**config.mk**
```make
export PLATFORM = sky130hd
export DESIGN_NAME = div_unit_flat
export DESIGN_NICKNAME = d
export VERILOG_FILES = /design/src/rtl/div_if.sv /design/src/rtl/div_unit.sv /design/src/flat_wrapper.sv
export SDC_FILE = /design/constraint.sdc
export NUM_CORES = 1
export LEC_CHECK = 0
export ABC_AREA = 0
export CAP_MARGIN = 20
export CORE_MARGIN = 2
export CORE_UTILIZATION = 38
export CTS_BUF_LIST = sky130_fd_sc_hd__clkbuf_4 sky130_fd_sc_hd__clkbuf_8
export DETAILED_ROUTE_END_ITERATION = 6
export GPL_ROUTABILITY_DRIVEN = 0
export PLACE_DENSITY = 0.64
export SYNTH_ARGS = -nofsm -noshare
export SYNTH_HDL_FRONTEND = slang
export SYNTH_SLANG_ARGS = --single-unit
```
**constraint.sdc**
```tcl
create_clock -name clk -period 9.05 [get_ports clk]
set_clock_uncertainty 0.2 [all_clocks]
set_input_delay 0.905 -clock clk [delete_from_list [all_inputs] [get_ports clk]]
set_output_delay 0.905 -clock clk [all_outputs]
set_load 0.005 [all_outputs]
```
**src/rtl/div_if.sv**
```systemverilog
// Handshake/result bundle for div_unit; the requester holds the master modport, the divider the slave.
// Handshake: start is sampled only while the divider is idle (busy=0, done=0); done is a one-cycle pulse and results hold until the next completion.
interface div_if #(
    parameter int WIDTH = 32
);
    logic             start;
    logic             signed_op;
    logic [WIDTH-1:0] dividend;
    logic [WIDTH-1:0] divisor;
    logic             busy;
    logic             done;
    logic [WIDTH-1:0] quotient;
    logic [WIDTH-1:0] remainder;
    logic             div_by_zero;

    modport master (
        output start, signed_op, dividend, divisor,
        input  busy, done, quotient, remainder, div_by_zero
    );

    modport slave (
        input  start, signed_op, dividend, divisor,
        output busy, done, quotient, remainder, div_by_zero
    );
endinterface

```
**src/rtl/div_unit.sv**
```systemverilog
// Multi-cycle restoring divider: one quotient bit per cycle, results for HI/LO with a done pulse.
// Optional feature macro: DIV_SIGNED_EN (two's-complement operation via signed_op).
module div_unit #(
    parameter int WIDTH = 32
) (
    input  logic       clk,
    input  logic       clr,
    div_if.slave       bus,
    output logic [1:0] state_dbg
);
    typedef enum logic [1:0] {
        S_IDLE = 2'd0,
        S_CALC = 2'd1,
        S_FIX  = 2'd2,
        S_DONE = 2'd3
    } state_t;

    state_t state_q, state_d;

    logic [WIDTH-1:0] dvd_q;   // dividend magnitude shifting out, quotient bits shifting in
    logic [WIDTH-1:0] dvs_q;
    logic [WIDTH-1:0] rem_q;
    logic [WIDTH-1:0] cnt_q;
    logic [WIDTH-1:0] quot_q;
    logic [WIDTH-1:0] remd_q;
    logic             dz_q;

    logic [WIDTH:0]   shifted;
    logic [WIDTH:0]   diff;
    logic             q_bit;
    logic             last_step;
    logic             divisor_zero;
    logic             accept;
    logic [WIDTH-1:0] dvd_mag;
    logic [WIDTH-1:0] dvs_mag;
    logic [WIDTH-1:0] quot_fix;
    logic [WIDTH-1:0] rem_fix;

    assign accept       = (state_q == S_IDLE) && bus.start;
    assign divisor_zero = (bus.divisor == '0);

`ifdef DIV_SIGNED_EN
    logic dvd_neg, dvs_neg;
    logic q_neg_q, r_neg_q;

    always_comb begin
        dvd_neg  = bus.signed_op & bus.dividend[WIDTH-1];
        dvs_neg  = bus.signed_op & bus.divisor[WIDTH-1];
        dvd_mag  = dvd_neg ? -bus.dividend : bus.dividend;
        dvs_mag  = dvs_neg ? -bus.divisor : bus.divisor;
        quot_fix = q_neg_q ? -dvd_q : dvd_q;
        rem_fix  = r_neg_q ? -rem_q : rem_q;
    end

    // Quotient sign follows the XOR of operand signs; remainder follows the dividend.
    always_ff @(posedge clk) begin
        if (!clr) begin
            q_neg_q <= 1'b0;
            r_neg_q <= 1'b0;
        end else if (accept) begin
            q_neg_q <= dvd_neg ^ dvs_neg;
            r_neg_q <= dvd_neg;
        end
    end
`else
    logic unused_signed_op;

    always_comb begin
        dvd_mag  = bus.dividend;
        dvs_mag  = bus.divisor;
        quot_fix = dvd_q;
        rem_fix  = rem_q;
    end

    assign unused_signed_op = bus.signed_op;
`endif

    // One extra bit lets the subtractor's MSB act as the borrow / sign of the trial result.
    assign shifted   = {rem_q, dvd_q[WIDTH-1]};
    assign diff      = shifted - {1'b0, dvs_q};
    assign q_bit     = ~diff[WIDTH];
    assign last_step = (cnt_q == WIDTH'(WIDTH - 1));

    always_ff @(posedge clk) begin
        if (!clr) begin
            state_q <= S_IDLE;
        end else begin
            state_q <= state_d;
        end
    end

    always_comb begin
        state_d = state_q;
        case (state_q)
            S_IDLE: begin
                if (bus.start) begin
                    state_d = divisor_zero ? S_DONE : S_CALC;
                end
            end
            S_CALC: begin
                if (last_step) begin
                    state_d = S_FIX;
                end
            end
            S_FIX:   state_d = S_DONE;
            S_DONE:  state_d = S_IDLE;
            default: state_d = S_IDLE;
        endcase
    end

    always_ff @(posedge clk) begin
        if (!clr) begin
            dvd_q  <= '0;
            dvs_q  <= '0;
            rem_q  <= '0;
            cnt_q  <= '0;
            quot_q <= '0;
            remd_q <= '0;
            dz_q   <= 1'b0;
        end else begin
            case (state_q)
                S_IDLE: begin
                    if (bus.start) begin
                        dvd_q <= dvd_mag;
                        dvs_q <= dvs_mag;
                        rem_q <= '0;
                        cnt_q <= '0;
                        if (divisor_zero) begin
                            quot_q <= '1;
                            remd_q <= bus.dividend;
                            dz_q   <= 1'b1;
                        end
                    end
                end
                S_CALC: begin
                    cnt_q <= cnt_q + 1'b1;
                    dvd_q <= {dvd_q[WIDTH-2:0], q_bit};
                    rem_q <= q_bit ? diff[WIDTH-1:0] : shifted[WIDTH-1:0];
                end
                S_FIX: begin
                    quot_q <= quot_fix;
                    remd_q <= rem_fix;
                    dz_q   <= 1'b0;
                end
                default: ;
            endcase
        end
    end

    assign bus.busy        = (state_q == S_CALC) || (state_q == S_FIX);
    assign bus.done        = (state_q == S_DONE);
    assign bus.quotient    = quot_q;
    assign bus.remainder   = remd_q;
    assign bus.div_by_zero = dz_q;
    assign state_dbg       = state_q;
endmodule

```
**src/flat_wrapper.sv**
```systemverilog
// flat-port wrapper written by rule: the top's interface ports become plain ports
module div_unit_flat 
#(
    parameter int WIDTH = 32
)
  (clk, clr, state_dbg, bus_start, bus_signed_op, bus_dividend, bus_divisor, bus_busy, bus_done, bus_quotient, bus_remainder, bus_div_by_zero);
  div_if #(.WIDTH(WIDTH)) bus_i ();
  input  logic clk;
  input  logic clr;
  output logic [1:0] state_dbg;
  input wire logic [$bits(bus_i.start)-1:0] bus_start;
  input wire logic [$bits(bus_i.signed_op)-1:0] bus_signed_op;
  input wire logic [$bits(bus_i.dividend)-1:0] bus_dividend;
  input wire logic [$bits(bus_i.divisor)-1:0] bus_divisor;
  output wire logic [$bits(bus_i.busy)-1:0] bus_busy;
  output wire logic [$bits(bus_i.done)-1:0] bus_done;
  output wire logic [$bits(bus_i.quotient)-1:0] bus_quotient;
  output wire logic [$bits(bus_i.remainder)-1:0] bus_remainder;
  output wire logic [$bits(bus_i.div_by_zero)-1:0] bus_div_by_zero;
  assign bus_i.start = bus_start;
  assign bus_i.signed_op = bus_signed_op;
  assign bus_i.dividend = bus_dividend;
  assign bus_i.divisor = bus_divisor;
  assign bus_busy = bus_i.busy;
  assign bus_done = bus_i.done;
  assign bus_quotient = bus_i.quotient;
  assign bus_remainder = bus_i.remainder;
  assign bus_div_by_zero = bus_i.div_by_zero;
  div_unit #(.WIDTH(WIDTH)) u_core (.clk(clk), .clr(clr), .bus(bus_i), .state_dbg(state_dbg));
endmodule
```
Word level (Yosys, flattened, before mapping) --
Index checks and enable logic that the tools add are counted.
Operators by class: add/subtract/negate cells 2, eq/ne operators 7, mux-type cells 19, bitwise logic cells 1, reduce and logical (&&, ||, !) cells 9
Operators by type and width (number):
- 32-bit case mux with 2 select lines | 5
- 32-bit 2-to-1 mux | 7
- 33-bit by 32-bit subtractor with 33-bit output | 1
- 32-bit by 1-bit adder with 32-bit output (second input constant) | 1
- 32-bit by 5-bit equality test with 1-bit output (second input constant) | 1
- 32-bit zero test | 1
- 2-bit case mux with 4 select lines | 1
- 2-bit 2-to-1 mux | 3
- 2-bit AND reduction | 3
- 2-bit equality test (second input constant) | 2
- 2-bit by 1-bit != test with 1-bit output (second input constant) | 2
- 2-bit nonzero test | 2
- 3-bit AND reduction | 1
- 2-bit by 1-bit equality test with 1-bit output (second input constant) | 1
- 2-bit zero test | 1
- 1-bit 2-to-1 mux | 2
- 2-bit != test (second input constant) | 1
- 1-bit case mux with 2 select lines | 1
- 1-bit logical OR | 1
- 1-bit inverter | 1
Word-level totals: bits in registers 195, bits of input ports 68, word-level logic and storage cells 46

Logic depth before layout (Yosys ltp) --
Gate-level depths: netlist of the first run.
depth after elaboration 4, depth in mapped cells 14

Worst setup path after synthesis of the first run --
No wires, ideal clock.
path type flip-flop to flip-flop, start point register u_core.dvd_q[31], end point register u_core.rem_q[29], in the netlist u_core.rem_fix[29], arrival time 2.847 ns, required time 8.730 ns, path slack 5.883 ns, stages on the path, launching flop included 15, buffers on the path 2, clock period less this slack 3.167 ns, cells stage by stage dfxtp_1 -> inv_1 -> ha_1 -> inv_1 -> fa_1 -> a21o_1 -> a221o_1 -> a41oi_2 -> a31oi_1 -> o31ai_2 -> xnor2_1 -> buf_6 -> buf_2 -> nor2_1 -> a211o_1
Between the ends: longest elaborated chain between the ends 3
Ends and longest elaborated chain:
- from (decl) | line div_unit.sv:20 | logic [WIDTH-1:0] dvd_q;
- from (signal assigned) | line div_unit.sv:124 | dvd_q <= dvd_mag;
- from (signal assigned) | line div_unit.sv:137 | dvd_q <= {dvd_q[WIDTH-2:0], q_bit};
- 33-bit by 32-bit subtractor with 33-bit output | line div_unit.sv:80 | assign diff = shifted - {1'b0, dvs_q};
- 32-bit 2-to-1 mux | line div_unit.sv:138 | rem_q <= q_bit ? diff[WIDTH-1:0] : shifted[WIDTH-1:0];
- 32-bit case mux with 2 select lines | line div_unit.sv:121 | case (state_q)
- to (signal assigned) | line div_unit.sv:138
- to (decl) | line div_unit.sv:22 | logic [WIDTH-1:0] rem_q;
Every way passes these cells. A chain may end at the register's enable or synchronous reset.

Final worst setup path of the first run --
start point register u_core.state_q[1], in the netlist u_core.state_dbg[1], end point register u_core.cnt_q[30]
Between the ends: longest elaborated chain between the ends 3, elaborated cells on any way between the ends 6
Ends and longest elaborated chain:
- from (decl) | line div_unit.sv:18 | state_t state_q, state_d;
- from (signal assigned) | line div_unit.sv:88 | state_q <= state_d;
- 2-bit by 1-bit equality test with 1-bit output / 2-bit zero test (equally long branches) | line div_unit.sv:121
- 2-bit nonzero test (no source line) / 2-bit != test (equally long branches)
- 2-bit AND reduction (no source line)
- to (signal assigned) | line div_unit.sv:136 | cnt_q <= cnt_q + 1'b1;
- to (decl) | line div_unit.sv:23 | logic [WIDTH-1:0] cnt_q;
Several ways; a longest one is shown, not always the timed one.

==> metrics, run 1 <==
initial antenna violation count 0; Post-CTS Setup Bufs 0; Tmin final roughly 4.1 ns; Fin Setup TNS 0 ns; RR Endpoint u_core.cnt_q[30]; critical path startpoint category flip-flop; Unique masters post-synth between 60 and 70; final hold violation count 0; final global-route overflow total 0; vias in the first global route 7761; post-cts sizing count 0; worst hold path type flip-flop to flip-flop; synthesized flop and latch total 195; reg-to-reg setup timing slack ~5 ns; Max Clk Rate between 200 and 250 MHz; Core ar. 25800 um2; DRC errors left 0; Slew Viols, Final 0; Initial DRT Pass Iterations 5; Hold-fix buffers, CTS 0; CP max stage delay 0.62 ns; total track usage 18.2%; placement row count 59; Worst Path Required between 9 and 10 ns; post-route core utilization 46.2%; Worst-Margin Slew 0.992 ns; Clock Latency Late Sink ~0.48 ns; largest net degree at the start of global routing around 130; post-DP HPWL 18400 um; post-synthesis mux area share 9.38%; most frequent cells in the layout 195 x dfxtp_1, 147 x nand2_1, 146 x nor2_1; commonest non-fill, non-tap cell in the layout dfxtp_1; final wirelength about 26000 um; vias 8481; Reg clk slew, reported paths 0.11 ns; outcome finished, final reports clean; I/O pin count 137; Initial Util 38.5%; Syn-to-layout area delta 20.1%; die width ~170 um; critical path endpoint category flip-flop; Hold Path Origin u_core.dvs_q[25]; power density over the cells ~300 nW/um2; largest family of logic cells by synthesized area compound AO/OA/AOI/OAI gates; register area share after synthesis roughly two fifths; first-pass GRT wire length just over 40000 um; Hold Path Depth 2; Final Power roughly 3.6 mW; RSZ-0062 raised after global routing no; clk buf depth 2; # fillers 2595; complex-gate fraction of the synthesized area a little under a fifth; Synth area leaders dfxtp_1 39%, mux2i_1 9.3%, nand2_1 5.6%, nor2_1 5.6%, a211oi_1 5.0%; final setup fails 0; n_diodes 0; Post-Synth Adder-Cell Area 4.86%; FF-to-FF Start u_core.state_dbg[1]; Synth area leader dfxtp_1; Async SR Flop Fraction 0%; Simple-Gate Fraction of Synth Area 16.9%; CP max FO 68; hold endpoint u_core.dvs_q[25]; port bufs 135; total CTS buffers 17; Die ar. 27500 um2; via/cell ratio between 5 and 6; crit path DAT 4.22 ns; CTS H-tree lvls 4; CP Class flip-flop to flip-flop; final period utilization 45.0%; root buffer cell clkbuf_8; Syn Inst Count 1199; EDFF count, synth 0; Synth Area in XOR/XNOR 4.41%; post-synth top area share 39.3%; Worst slew margin roughly a third; Clock Sinks roughly 200; Peak supply drop 0.232 mV; die height 166 um; Syn Nets 1305; CTS tree yes; Initial DRC Count 621; WL per Instance 15.7 um; Total Nets Final 1394; Worst path slowest cell nor4_1; Leakage Power roughly 4.3 nW; r2r worst-path depth 12; share of cells above drive strength 1 under 10%; syn_area_per_cell 8.29 um2; Routed Antenna Nets 0; max_cap viols 0; Synthesis Warnings 0; Cell Area, Synth between 9000 and 10000 um2; crit-path cells inv_1, ha_2, buf_4, mux2_2, buf_4, nand2_1, or2_1, nor4_1, and3_1, nand2_1, xor2_1, nor2_1; top_reg_cell synth dfxtp_1
state kept, by name, indices dropped and copies added, names as in the netlist:
register                count
u_core.bus.quotient        32
u_core.bus.remainder       32
u_core.cnt_q               32
u_core.dvd_q               32
u_core.dvs_q               32
u_core.rem_fix             32
u_core.state_dbg            2
u_core.bus.div_by_zero      1
metal layers:
metal  part of all wire [%]  GRT usage (%)  vias to the layer above
met5                      0              0                        -
met2                     42           27.0                      168
met1                     53           27.5                     3909
met4                    1.3           4.50                        0
met3                    3.5           2.89                       24
li1                       -              -                     4380
cell type report:
type	count	area (um2)	area share, %
clock buffer	17	234	1.96
tap	335	419	3.51
clock inverter	15	159	1.33
inverter	78	295	2.47
sequential	195	3900	32.7
multi-input combinational	851	5450	45.7
timing repair buffer	145	1470	12.3
critical path, delay by kind of cell (launching register included):
| kind | cells | cell delay [ns] |
|---|---|---|
| and+or+nand+nor | 6 | 1.58 |
| buffers and inverters | 3 | 1.17 |
| DFF | 1 | 0.39 |
| muxes | 1 | 0.28 |
| adders and majority gates | 1 | 0.16 |
| xor gates and xnor gates | 1 | 0.16 |
through the flow:
stage	worst slack (ns)	cells	cell area, um2	hold WS [ns]
2_1_floorplan	5.88	1199	9940	0.236
6_report	4.98	1636	11900	0.261
4_1_cts	4.78	1634	11900	0.263
5_1_grt	4.71	1636	11900	0.282
3_5_place_dp	4.27	1602	11500	0.248
3_3_place_gp	4.36	1601	11500	0.244
cell families after synthesis:
| kind of cell | Yosys count |
|---|---|
| flip-flops | 195 |
| adder cells (fa/ha/maj) | 38 |
| buffers and inverters | 153 |
| XOR/XNOR | 50 |
| multiplexers | 93 |
| AND/OR/NAND/NOR | 384 |
| AO/OA/AOI/OAI | 286 |
Yosys cell counts (3+ instances only):
cell	count
dfxtp_1	195
nand2_1	147
nor2_1	147
mux2i_1	92
inv_1	77
a21oi_1	75
a211oi_1	66
clkbuf_1	55
ha_1	37
o21ai_0	37
a311oi_1	33
xor2_1	32
o21ai_1	22
xnor2_1	18
nor4_1	14
a21o_1	12
and3_1	12
nand3_1	12
nand4_1	11
buf_2	9
buf_1	7
nor3_1	7
o211ai_1	7
or3_1	6
and2_1	5
a31oi_1	4
nand2b_1	4
nor2b_1	4
and4_1	3
buf_6	3
o21a_1	3
worst max-delay path by stage:
| stage | startpoint | end | slack [ns] | cells past startpoint |
|---|---|---|---|---|
| 4_1_cts | bus_divisor[1] | u_core.bus.quotient[17] | 4.78 | 9 |
| 2_1_floorplan | u_core.dvd_q[31] | u_core.rem_fix[29] | 5.88 | 14 |
| 6_report | u_core.state_dbg[1] | u_core.cnt_q[30] | 4.98 | 12 |
| 5_1_grt | u_core.state_dbg[1] | u_core.cnt_q[30] | 4.71 | 12 |
| 3_5_place_dp | bus_divisor[1] | u_core.bus.quotient[17] | 4.27 | 9 |
| 3_3_place_gp | bus_divisor[1] | u_core.bus.quotient[8] | 4.36 | 9 |
where the power goes:
group          switching [mW]  internal (mW)  total [mW]
combinational           0.983          0.842        1.83
clock                   0.357          0.209       0.566
sequential              0.149           1.05        1.20
No activity file was read; power rests on OpenSTA's default activity.
==> inputs of run 2 (changes only) <==
PLACE_DENSITY = 0.66   (was 0.64)
clock period = 3.35 ns   (was 9.05 ns; I/O delays follow)
==> metrics, run 2 (synthesized netlist as in run 1, its figures left out) <==
outcome finished, final reports clean; Max Clk Rate 302 MHz; vias 8696; placed insts around 1600; CP most frequent cell inv_2; Hold-fix buffers, CTS 0; root buffer cell clkbuf_8; Clock Sinks 195; Initial DRT Pass Iterations 5; CP max FO 8; total CTS buffers 17; vias in the first global route roughly 8000; critical path endpoint category flip-flop; Worst path slowest cell fa_2; Worst Path Required 3.51 ns; largest net degree at the start of global routing between 90 and 100; Worst slew margin 53.0%; port bufs 135; Die ar. 27500 um2; Core ar. 25800 um2; max_cap viols 0; Worst-Margin Slew about 0.7 ns; final global-route overflow total 0; Initial DRC Count 637; Leakage Power 4.45 nW; via/cell ratio 5.22; Reg clk slew, reported paths roughly 0.11 ns; die width 166 um; crit path DAT 3.46 ns; WL per Instance 15.5 um; Slew Viols, Final 0; Total Nets Final 1424; power density over the cells 838 nW/um2; Bufs and invs on worst path 3; CP Class flip-flop to flip-flop; n_diodes 0; share of cells above drive strength 1 7.06%; CP max stage delay ~0.38 ns; total track usage 18.2%; CTS H-tree lvls 4; crit-path cells inv_2, ha_4, inv_2, fa_2, a21o_1, a221o_1, a41oi_2, a31oi_4, o31ai_4, xnor2_4, buf_6, and4b_1, a211o_1; die height about 170 um; worst hold path type input pin to flip-flop; fin cells 1666; commonest non-fill, non-tap cell in the layout dfxtp_1; first-pass GRT wire length between 40000 and 50000 um; final setup fails 0; Clock Latency Late Sink 0.47 ns; cell family with most CP delay compound AO/OA/AOI/OAI gates; Syn-to-layout area delta 23.8%; final period utilization 98.7%; post-DP HPWL 19100 um; post-route core utilization 47.6%; CTS tree yes; Tmin final 3.31 ns; most frequent cells in the layout 193 x dfxtp_1, 147 x nand2_1, 146 x nor2_1; clk buf depth 2; DRC errors left 0; Routed Antenna Nets 0; critical path startpoint category flip-flop; Initial Util 38.5%; Peak supply drop 0.594 mV; final hold violation count 0; final wirelength 25800 um; initial antenna violation count 2; placement row count 59; I/O pin count roughly 140
run 2: changes by cell type in the layout (fill, tap and decap cells not counted), moves of 2 or more:
| cell | change |
|---|---|
| buf_12 | +5 |
| clkinv_4 | -2 |
| clkinvlp_4 | -2 |
| buf_16 | -2 |
| dfxtp_1 | -2 |
| inv_2 | +2 |
| inv_1 | -2 |
| buf_4 | +26 |
run 2: path summary, 6_finish.rpt:
kind                          from            endpoint  slack, ns  cells after the start
hold reg to reg   u_core.dvs_q[18]    u_core.dvs_q[18]       0.26                      2
hold / removal     bus_divisor[11]    u_core.dvs_q[11]       0.23                      3
setup reg to reg  u_core.dvd_q[31]  u_core.rem_fix[29]       0.04                     13
setup / recovery  u_core.dvd_q[31]  u_core.rem_fix[29]       0.04                     13
run 2: final cells by class:
class                      count  area, um2
clock buffer                  17        234
clock inverter                15        200
inverter                      78        295
multi-input combinational    851       5510
tap                          335        419
fill                        2517      13500
timing repair buffer         175       1740
sequential                   195       3910
run 2: power by group:
group,internal (mW),switching [mW]
clock,0.658,0.984
combinational,2.60,2.83
sequential,2.85,0.391
run 2: metrics by stage:
step | power (mW) | setup TNS (ns) | worst slack, ns | instance area (um2) | hold WS (ns)
3_3_place_gp | 8.36 | 0 | 0.0827 | 11800 | 0.243
5_1_grt | 11.0 | -0.0448 | -0.0213 | 12300 | 0.222
6_report | 10.3 | 0 | 0.0439 | 12300 | 0.231
3_5_place_dp | 8.44 | 0 | 0.0107 | 11800 | 0.247
2_1_floorplan | 6.85 | 0 | 0.183 | 9940 | 0.236
4_1_cts | 10.1 | 0 | 0.00987 | 12200 | 0.203
run 2: what timing repair did:
| item | in CTS | in global routing |
|---|---|---|
| setup buffers | 0 | 3 |
| cloned | 0 | 1 |
| endpoints found under the setup margin | 4 | 36 |
| pin swaps | 1 | 9 |
| resized for setup | 4 | 11 |
run 2: per-layer routing:
layer / GRT usage, % / vias up / wire length (um)
met4: 6.20 / 0 / 556
met5: 0 / - / 0
li1: - / 4459 / -
met2: 27.1 / 200 / 10900
met1: 27.1 / 4013 / 13300
met3: 2.29 / 24 / 982
run 2: worst reg2reg max path, cell delays in order (launching register included):
cell and delay (ns):
dfxtp_2 0.34, inv_2 0.07, ha_4 0.14, inv_2 0.04
fa_2 0.38, a21o_1 0.18, a221o_1 0.37, a41oi_2 0.28
a31oi_4 0.15, o31ai_4 0.30, xnor2_4 0.16, buf_6 0.17
and4b_1 0.17, a211o_1 0.26
